### config.mk
export PLATFORM = sky130hd
export DESIGN_NAME = vdp18_vram_arb
export DESIGN_NICKNAME = d
export VERILOG_FILES = /design/src/rtl/vdp18_pack.sv /design/src/rtl/vdp18_sat_cnt.sv /design/src/rtl/vdp18_vram_arb.sv
export SDC_FILE = /design/constraint.sdc
export NUM_CORES = 1
export LEC_CHECK = 0
export BUFFER_PORTS_ARGS = -buffer_cell sky130_fd_sc_hd__buf_2
export CAP_MARGIN = 20
export CORE_AREA = 2 2 78 58
export DETAILED_ROUTE_END_ITERATION = 8
export DIE_AREA = 0 0 80 60
export PLACE_DENSITY = 0.81
export SLEW_MARGIN = 20
export SYNTH_ARGS = -nofsm -noshare
export SYNTH_HDL_FRONTEND = slang
export SYNTH_SLANG_ARGS = --single-unit
### constraint.sdc
create_clock -name clk_i -period 3.84 [get_ports clk_i]
set_input_delay 0.384 -clock clk_i [delete_from_list [all_inputs] [get_ports clk_i]]
set_output_delay 0.384 -clock clk_i [all_outputs]
set_load 0.1 [all_outputs]
### src/rtl/vdp18_pack.sv
// Shared types and limits for the VDP18 VRAM arbiter.
package vdp18_pack;

    typedef enum logic [2:0] {
        ST_IDLE,
        ST_PEND,
        ST_ACC,
        ST_RDW,
        ST_DONE
    } arb_state_t;

    localparam int RD_LAT_MIN = 1;
    localparam int RD_LAT_MAX = 3;

    // Counter width able to hold max_val; a zero limit still gets one bit.
    function automatic int cnt_width(input int max_val);
        return (max_val > 0) ? $clog2(max_val + 1) : 1;
    endfunction

endpackage

### src/rtl/vdp18_sat_cnt.sv
// Saturating up-counter with synchronous clear; sat_o flags the limit.
module vdp18_sat_cnt
    import vdp18_pack::*;
#(
    parameter int max_g = 32
) (
    input  logic clk_i,
    input  logic reset_i,
    input  logic en_i,
    input  logic clr_i,
    output logic sat_o
);

    localparam int W = cnt_width(max_g);
    localparam logic [W-1:0] MAX_V = W'(max_g);

    logic [W-1:0] cnt_q;

    always_ff @(posedge clk_i) begin
        if (reset_i || clr_i) begin
            cnt_q <= '0;
        end else if (en_i && !sat_o) begin
            cnt_q <= cnt_q + W'(1);
        end
    end

    assign sat_o = (cnt_q == MAX_V);

endmodule

### src/rtl/vdp18_vram_arb.sv
// Arbitrates single CPU accesses into free VRAM slots, forcing a stolen
// slot once a request has waited starve_g access strobes.
module vdp18_vram_arb
    import vdp18_pack::*;
#(
    parameter int starve_g = 32,
    parameter int rd_lat_g = 1
) (
    input  logic        clk_i,
    input  logic        reset_i,
    input  logic        clk_en_acc_i,
    input  logic        slot_cpu_i,
    input  logic [13:0] vid_a_i,
    input  logic        cpu_req_i,
    input  logic        cpu_we_i,
    input  logic [13:0] cpu_a_i,
    input  logic [7:0]  cpu_d_i,
    output logic        cpu_ack_o,
    output logic [7:0]  cpu_rd_o,
    output logic        cpu_busy_o,
    output logic        ovr_o,
    input  logic        ovr_clr_i,
    output logic        steal_o,
    output logic [13:0] vram_a_o,
    output logic [7:0]  vram_d_o,
    output logic        vram_we_o,
    input  logic [7:0]  vram_d_i
);

    if (rd_lat_g < RD_LAT_MIN || rd_lat_g > RD_LAT_MAX) begin : g_bad_rd_lat
        $error("vdp18_vram_arb: rd_lat_g outside legal range");
    end

    // Value of lat_q in the final RDW cycle; unused when rd_lat_g == 1.
    localparam logic [1:0] RDW_LAST = 2'(rd_lat_g - 1);

    arb_state_t  state_q;
    logic        we_q;
    logic [13:0] a_q;
    logic [7:0]  d_q;
    logic [7:0]  rd_q;
    logic        ack_q;
    logic        busy_q;
    logic        steal_q;
    logic        ovr_q;
    logic        ovr_d;
    logic [1:0]  lat_q;

    logic in_pend;
    logic starve_sat;
    logic grant;
    logic ovr_set;

    assign in_pend = (state_q == ST_PEND);
    assign grant   = in_pend & clk_en_acc_i & (slot_cpu_i | starve_sat);
    assign ovr_set = cpu_req_i & (state_q != ST_IDLE);
    assign ovr_d   = ovr_set | (ovr_q & ~ovr_clr_i);

    vdp18_sat_cnt #(
        .max_g(starve_g)
    ) u_starve_cnt (
        .clk_i  (clk_i),
        .reset_i(reset_i),
        .en_i   (in_pend & clk_en_acc_i & ~grant),
        .clr_i  (~in_pend | grant),
        .sat_o  (starve_sat)
    );

    // NOTE: all state and registered outputs use non-blocking assignments so
    // every register samples the pre-edge values, independent of statement order.
    always_ff @(posedge clk_i) begin
        if (reset_i) begin
            state_q <= ST_IDLE;
            we_q    <= 1'b0;
            a_q     <= '0;
            d_q     <= '0;
            rd_q    <= '0;
            ack_q   <= 1'b0;
            busy_q  <= 1'b0;
            steal_q <= 1'b0;
            ovr_q   <= 1'b0;
            lat_q   <= '0;
        end else begin
            ack_q   <= 1'b0;
            steal_q <= 1'b0;
            ovr_q   <= ovr_d;
            case (state_q)
                ST_IDLE: begin
                    if (cpu_req_i) begin
                        we_q    <= cpu_we_i;
                        a_q     <= cpu_a_i;
                        d_q     <= cpu_d_i;
                        busy_q  <= 1'b1;
                        state_q <= ST_PEND;
                    end
                end
                ST_PEND: begin
                    if (grant) begin
                        steal_q <= ~slot_cpu_i;
                        state_q <= ST_ACC;
                    end
                end
                ST_ACC: begin
                    if (we_q || RDW_LAST == 2'd0) begin
                        if (!we_q) begin
                            rd_q <= vram_d_i;
                        end
                        ack_q   <= 1'b1;
                        state_q <= ST_DONE;
                    end else begin
                        lat_q   <= 2'd1;
                        state_q <= ST_RDW;
                    end
                end
                ST_RDW: begin
                    if (lat_q == RDW_LAST) begin
                        rd_q    <= vram_d_i;
                        ack_q   <= 1'b1;
                        state_q <= ST_DONE;
                    end else begin
                        lat_q <= lat_q + 2'd1;
                    end
                end
                ST_DONE: begin
                    busy_q  <= 1'b0;
                    state_q <= ST_IDLE;
                end
                default: begin
                    busy_q  <= 1'b0;
                    state_q <= ST_IDLE;
                end
            endcase
        end
    end

    // NOTE: the VRAM mux is decoded from state_q only, so a CPU request can
    // never reach vram_a_o / vram_we_o within the same cycle.
    assign vram_a_o  = (state_q == ST_ACC || state_q == ST_RDW) ? a_q : vid_a_i;
    assign vram_we_o = (state_q == ST_ACC) & we_q;
    assign vram_d_o  = d_q;

    assign cpu_ack_o  = ack_q;
    assign cpu_rd_o   = rd_q;
    assign cpu_busy_o = busy_q;
    assign ovr_o      = ovr_q;
    assign steal_o    = steal_q;

endmodule

# Word-level counts from Yosys, hierarchy flattened
# Cells that the tools add are included.
totals:
  regBits: 46
  input_bits: 51
  out_inout_bits: 35
  elab_cells: 63
op_classes:
  addsub: 2
  n_eq_ne: 8
  muxes: 12
  bitwise_logic: 15
  n_reduce_logical: 15
ops:
  columns: ["cell", "n"]
  rows:
  - ["8-bit 2-to-1 mux", 2]
  - ["8-bit one-hot mux with 2 select lines", 1]
  - ["14-bit 2-to-1 mux", 1]
  - ["3-bit one-hot mux with 4 select lines", 1]
  - ["3-bit 2-to-1 mux", 3]
  - ["6-bit by 1-bit adder with 6-bit output, second input constant", 1]
  - ["1-bit bitwise AND", 6]
  - ["3-bit by 2-bit == test with 1-bit output, second input constant", 2]
  - ["6-bit == test, second input constant", 1]
  - ["2-bit inequality test, second input constant", 3]
  - ["1-bit NOT", 6]
  - ["2-bit AND reduction", 3]
  - ["3-bit AND reduction", 2]
  - ["3-bit OR reduction", 2]
  - ["1-bit one-hot mux with 2 select lines", 2]
  - ["3-bit by 1-bit == test with 1-bit output, second input constant", 1]
  - ["3-bit logical NOT", 1]
  - ["1-bit OR", 3]
  - ["3-bit nonzero test", 1]
  - ["2-bit by 1-bit adder with 2-bit output, second input constant", 1]
  - ["2-bit logical NOT", 1]
  - ["1-bit logical OR", 2]
  - ["1-bit 2-to-1 mux", 2]
  - ["2-bit by 1-bit inequality test with 1-bit output, second input constant", 1]
  - ["3 further kinds", 3]

# Depth between registers and ports, before layout
logic_depth:
  depth_word: 6
  ltp_mapped: 7
  depth_no_buf: 6

# Hierarchy
# From an unflattened synthesis, not the netlist that was laid out.
unflattened:
  hier_cells: 228
  hier_area_um2: 2077.0
modules_own_cells:
  columns: ["mod", "instances", "cells_each", "area_each_um2", "seq_area_each_um2"]
  rows:
  - ["vdp18_vram_arb", 1, 194, 1764.2, 800.8]
  - ["vdp18_sat_cnt", 1, 34, 312.8, 120.1]

# Worst setup path before layout
# OpenSTA, ideal clock, no wires.
synth_path:
  path_kind: "register -> output"
  startpoint: "register state_q[2]"
  endpoint: "output vram_we_o"
  arrival_time_ps: 2227
  t_required_ps: 3456
  slack_ps: 1229
  stages_incl_launch_ff: 5
  path_buffers: 2
  path_cell_list: "dfxtp_1 > nand2b_1 > clkbuf_1 > buf_2 > nor2b_1"
synth_via:
  elab_chain_len: 2
synth_rtl:
  columns: ["element", "line", "text"]
  rows:
  - ["from (decl)", "vdp18_vram_arb.sv:37", "arb_state_t state_q;"]
  - ["from (signal assigned)", "vdp18_vram_arb.sv:73", "state_q <= ST_IDLE;"]
  - ["from (signal assigned)", "vdp18_vram_arb.sv:94", "state_q <= ST_PEND;"]
  - ["from (signal assigned)", "vdp18_vram_arb.sv:100", "state_q <= ST_ACC;"]
  - ["3-bit by 2-bit == test with 1-bit output", "vdp18_vram_arb.sv:139", "assign vram_we_o = (state_q == ST_ACC) & we_q;"]
  - ["1-bit bitwise AND", "vdp18_vram_arb.sv:139", null]
  - ["to (decl)", "vdp18_vram_arb.sv:26", "output logic vram_we_o,"]
# Every way passes these cells.

# Worst setup path after layout
layout_path:
  startpoint: "register state_q[2]"
  endpoint: "output vram_a_o[6]"
layout_via:
  elab_chain_len: 3
  word_cells_on_any_way: 4
  classes_between: "eq/ne (2); mux (1); reduce/logical (1)"
layout_rtl:
  columns: ["element", "line", "text"]
  rows:
  - ["3-bit by 2-bit == test with 1-bit output", "vdp18_vram_arb.sv:138", "assign vram_a_o = (state_q == ST_ACC || state_q == ST_RDW) ? a_q : vid_a_i;"]
  - ["1-bit logical OR *", "vdp18_vram_arb.sv:138", null]
  - ["14-bit 2-to-1 mux *", "vdp18_vram_arb.sv:138", null]
  - ["to (decl)", "vdp18_vram_arb.sv:24", "output logic [13:0] vram_a_o,"]
# Every way passes the cells marked *; elsewhere a longest branch is shown, timed or not.

==> metrics.txt <==
Clock transition at path regs 80 ps; pin count of the biggest net entering global routing 40; portion of the clock cycle consumed by the worst path in the final layout 65.78%; slowest stage cell, crit path sky130_fd_sc_hd__nand2b_1; synthesized net count 280; boundary pin count 86; # hold bufs at CTS 0; vias per inst 4.851; Final Core Density 60.70%; ratio of total power to cell area 434.4 nW/um^2; TritonCTS buffer count 5; wire length of the first global-routing pass 6969 um; asr flop ratio synth 0%; placed instance area 2386 sq um; Die Footprint 4800 sq um; GRT Resource Usage Total 19.08%; remaining antenna violation count after routing 0; transition time of the tightest slew-check pin 1018 ps; CTS tree built; Setup crit end kind primary output; fraction of final layout cells with drive strength greater than 1 35.83%; required arrival time at the worst endpoint 3460 ps; fmax 0.3959 GHz; maximum vdd drop 0.2451 mV; Yosys cell types 29; cell total after placement 354; RePlAce Congestion 0.8946; max-cap check violation count 0; number of sinks on the clock net 46; mean area per synthesized cell 8.598 sq um; Mapped Area 1943 sq um; count of buffers added by post-CTS timing repair for setup 0; post-layout total power 1.082 mW; number of remaining DRC errors 0; Combinational Power Share 23.4%; Sw Share 33.35%; most frequent cells in the layout 85 x sky130_fd_sc_hd__buf_2, 51 x sky130_fd_sc_hd__nand2_1, 46 x sky130_fd_sc_hd__dfxtp_1; switching pwr 0.3609 mW; most common library cell in the layout ignoring fill and taps sky130_fd_sc_hd__buf_2; number of slew-limit violations in the final report 0; Worst Path Max Fanout 19; # setup viols final 0; total internal power 0.7212 mW; most frequently used flop master after synthesis sky130_fd_sc_hd__dfxtp_1; die boundary width 80 um; post-layout worst setup margin 1314 ps; number of instances in the synthesized netlist 226; Post-CTS Resized 0; number of synthesized flops with an enable pin 0; WL/cell 11.99 um; chip height 60 um; level count of the clock H-tree 2; post-route cell area 2491 sq um; min-delay worst type in -> reg; total number of nets in the final design 360; Detailed Routing Iterations Pass 1 4; RSZ-0062 raised after global routing false; Ant. Diodes 0; max incr delay on CP 790 ps; FF-to-FF setup slack 1780 ps; setup skew after layout 5.335 ps; total core area 4104 sq um; post-placement setup slack 1620 ps; GR Util met1 24.11%; growth of design area from synthesis to finish 28.20%; kind of start point of the critical path register; drt first-iter violations 80; final std cells w/o fill 362; met2 Track Usage GR 31.19%; later-pin clock latency in the skew report 290 ps; shortest period the worst path allows 2526 ps; initial antenna violation count 0; met3 track utilization from global routing 5.589%; final count of hold timing violations 0; crit path kind reg -> out; Ys Warns 0; leftover overflow at the end of global routing 0; clock network power share 29.4%; proportion of power drawn by flip-flops and latches 47.2%; number of buffers inserted by port buffering 85; HPWL reported at the end of detailed placement 3132 um; cell breakdown of the critical path nand2b_1 > mux2_2 > buf_2; Rows 20; global route hottest layer met2; number of synthesized register bits 46; Total Negative Setup Slacks 0 ps; share of synthesized area occupied by flip-flops and latches 47.39%; wirelength, routed 4342 um; via count of the routed design 1756; Root Buffer Master sky130_fd_sc_hd__clkbuf_8; maximum count of clock buffers along a single path 2; count of fill cells added during filler insertion 387; Max-slew headroom 32.12%; worst hold slack after final layout 324.4 ps; worst endpoint data arrival time 2140 ps; initial cell density of the core 47.35%; static power due to leakage 1.073 nW; number of global-route vias before repair 1577; outcome completed
==> power groups by stage <==
stage / Sequential, mW / Combinational (mW) / Clock [mW]
5_1_grt: 0.514 / 0.270 / 0.350
6_report: 0.510 / 0.253 / 0.318
2_1_floorplan: 0.584 / 0.137 / 0
4_1_cts: 0.511 / 0.255 / 0.327
3_5_place_dp: 0.521 / 0.255 / 0
3_3_place_gp: 0.521 / 0.251 / 0
==> cells by family (layout without fill, tap and decap cells) <==
family,count (synthesis),count (layout),synth area share (%)
mux,23,23,12.75
buf+inv,19,100,4.121
compound gates,36,36,9.852
simple gates,95,95,22.15
xor+xnor,4,4,1.803
fa+ha+maj,3,3,1.932
flops,46,46,47.39
==> sequential cells by signal (all words and copies together), names as in the netlist <==
register	cells
a_q	14
cpu_busy_o	1
we_q	1
lat_q	2
state_q	3
ovr_o	1
u_starve_cnt.cnt_q	6
vram_d_o	8
steal_o	1
cpu_ack_o	1
cpu_rd_o	8
==> synthesized netlist by cell type, drive strengths merged (2+ instances only) <==
library cell | n | share of area, %
clkbuf | 10 | 1.9
nand3 | 3 | 0.77
nand2b | 3 | 0.97
or2 | 2 | 0.64
mux2 | 14 | 8.1
o21ai | 5 | 1.3
nor4 | 3 | 0.97
nor3 | 5 | 1.9
a21oi | 27 | 7.0
or3 | 2 | 0.90
or4 | 2 | 0.77
nor2 | 19 | 3.7
dfxtp | 46 | 47
inv | 7 | 1.4
mux2i | 9 | 4.6
buf | 2 | 0.84
nand2 | 51 | 9.9
xnor2 | 3 | 1.4
ha | 3 | 1.9
nor2b | 4 | 1.3
==> worst paths after layout <==
check / start / endpoint / cells past startpoint
setup reg to reg: state_q[1]$_SDFFE_PP0P_ / cpu_rd_o[3]$_SDFFE_PP0P_ / 4
setup / recovery: state_q[2]$_SDFFE_PP0P_ / vram_a_o[6] / 3
hold / removal: cpu_d_i[1] / vram_d_o[1]$_SDFFE_PP0P_ / 3
hold reg to reg: vram_d_o[1]$_SDFFE_PP0P_ / vram_d_o[1]$_SDFFE_PP0P_ / 2
==> worst max-delay path: cells and delay by family (launching register included) <==
| kind | cells | cell delay [ps] |
|---|---|---|
| AND/OR/NAND/NOR | 1 | 790 |
| buffers and inverters | 1 | 420 |
| flip-flops | 1 | 340 |
| multiplexers | 1 | 310 |
==> cell type report <==
cell class	count	area, sq um	area share (%)
Multi-Input combinational cell	161	944.7	37.92
Sequential cell	46	920.9	36.97
Timing Repair Buffer	85	425.4	17.08
Clock buffer	7	96.34	3.867
Tap cell	55	68.82	2.762
Inverter	7	26.28	1.055
Clock inverter	1	8.758	0.3516
==> layer usage <==
metal / routed length (um) / up-vias
li1: - / 912
met1: 2069 / 780
met2: 1935 / 62
met3: 310 / 2
met4: 27 / 0
met5: 0 / -
Power figures use the tool's default switching activity.
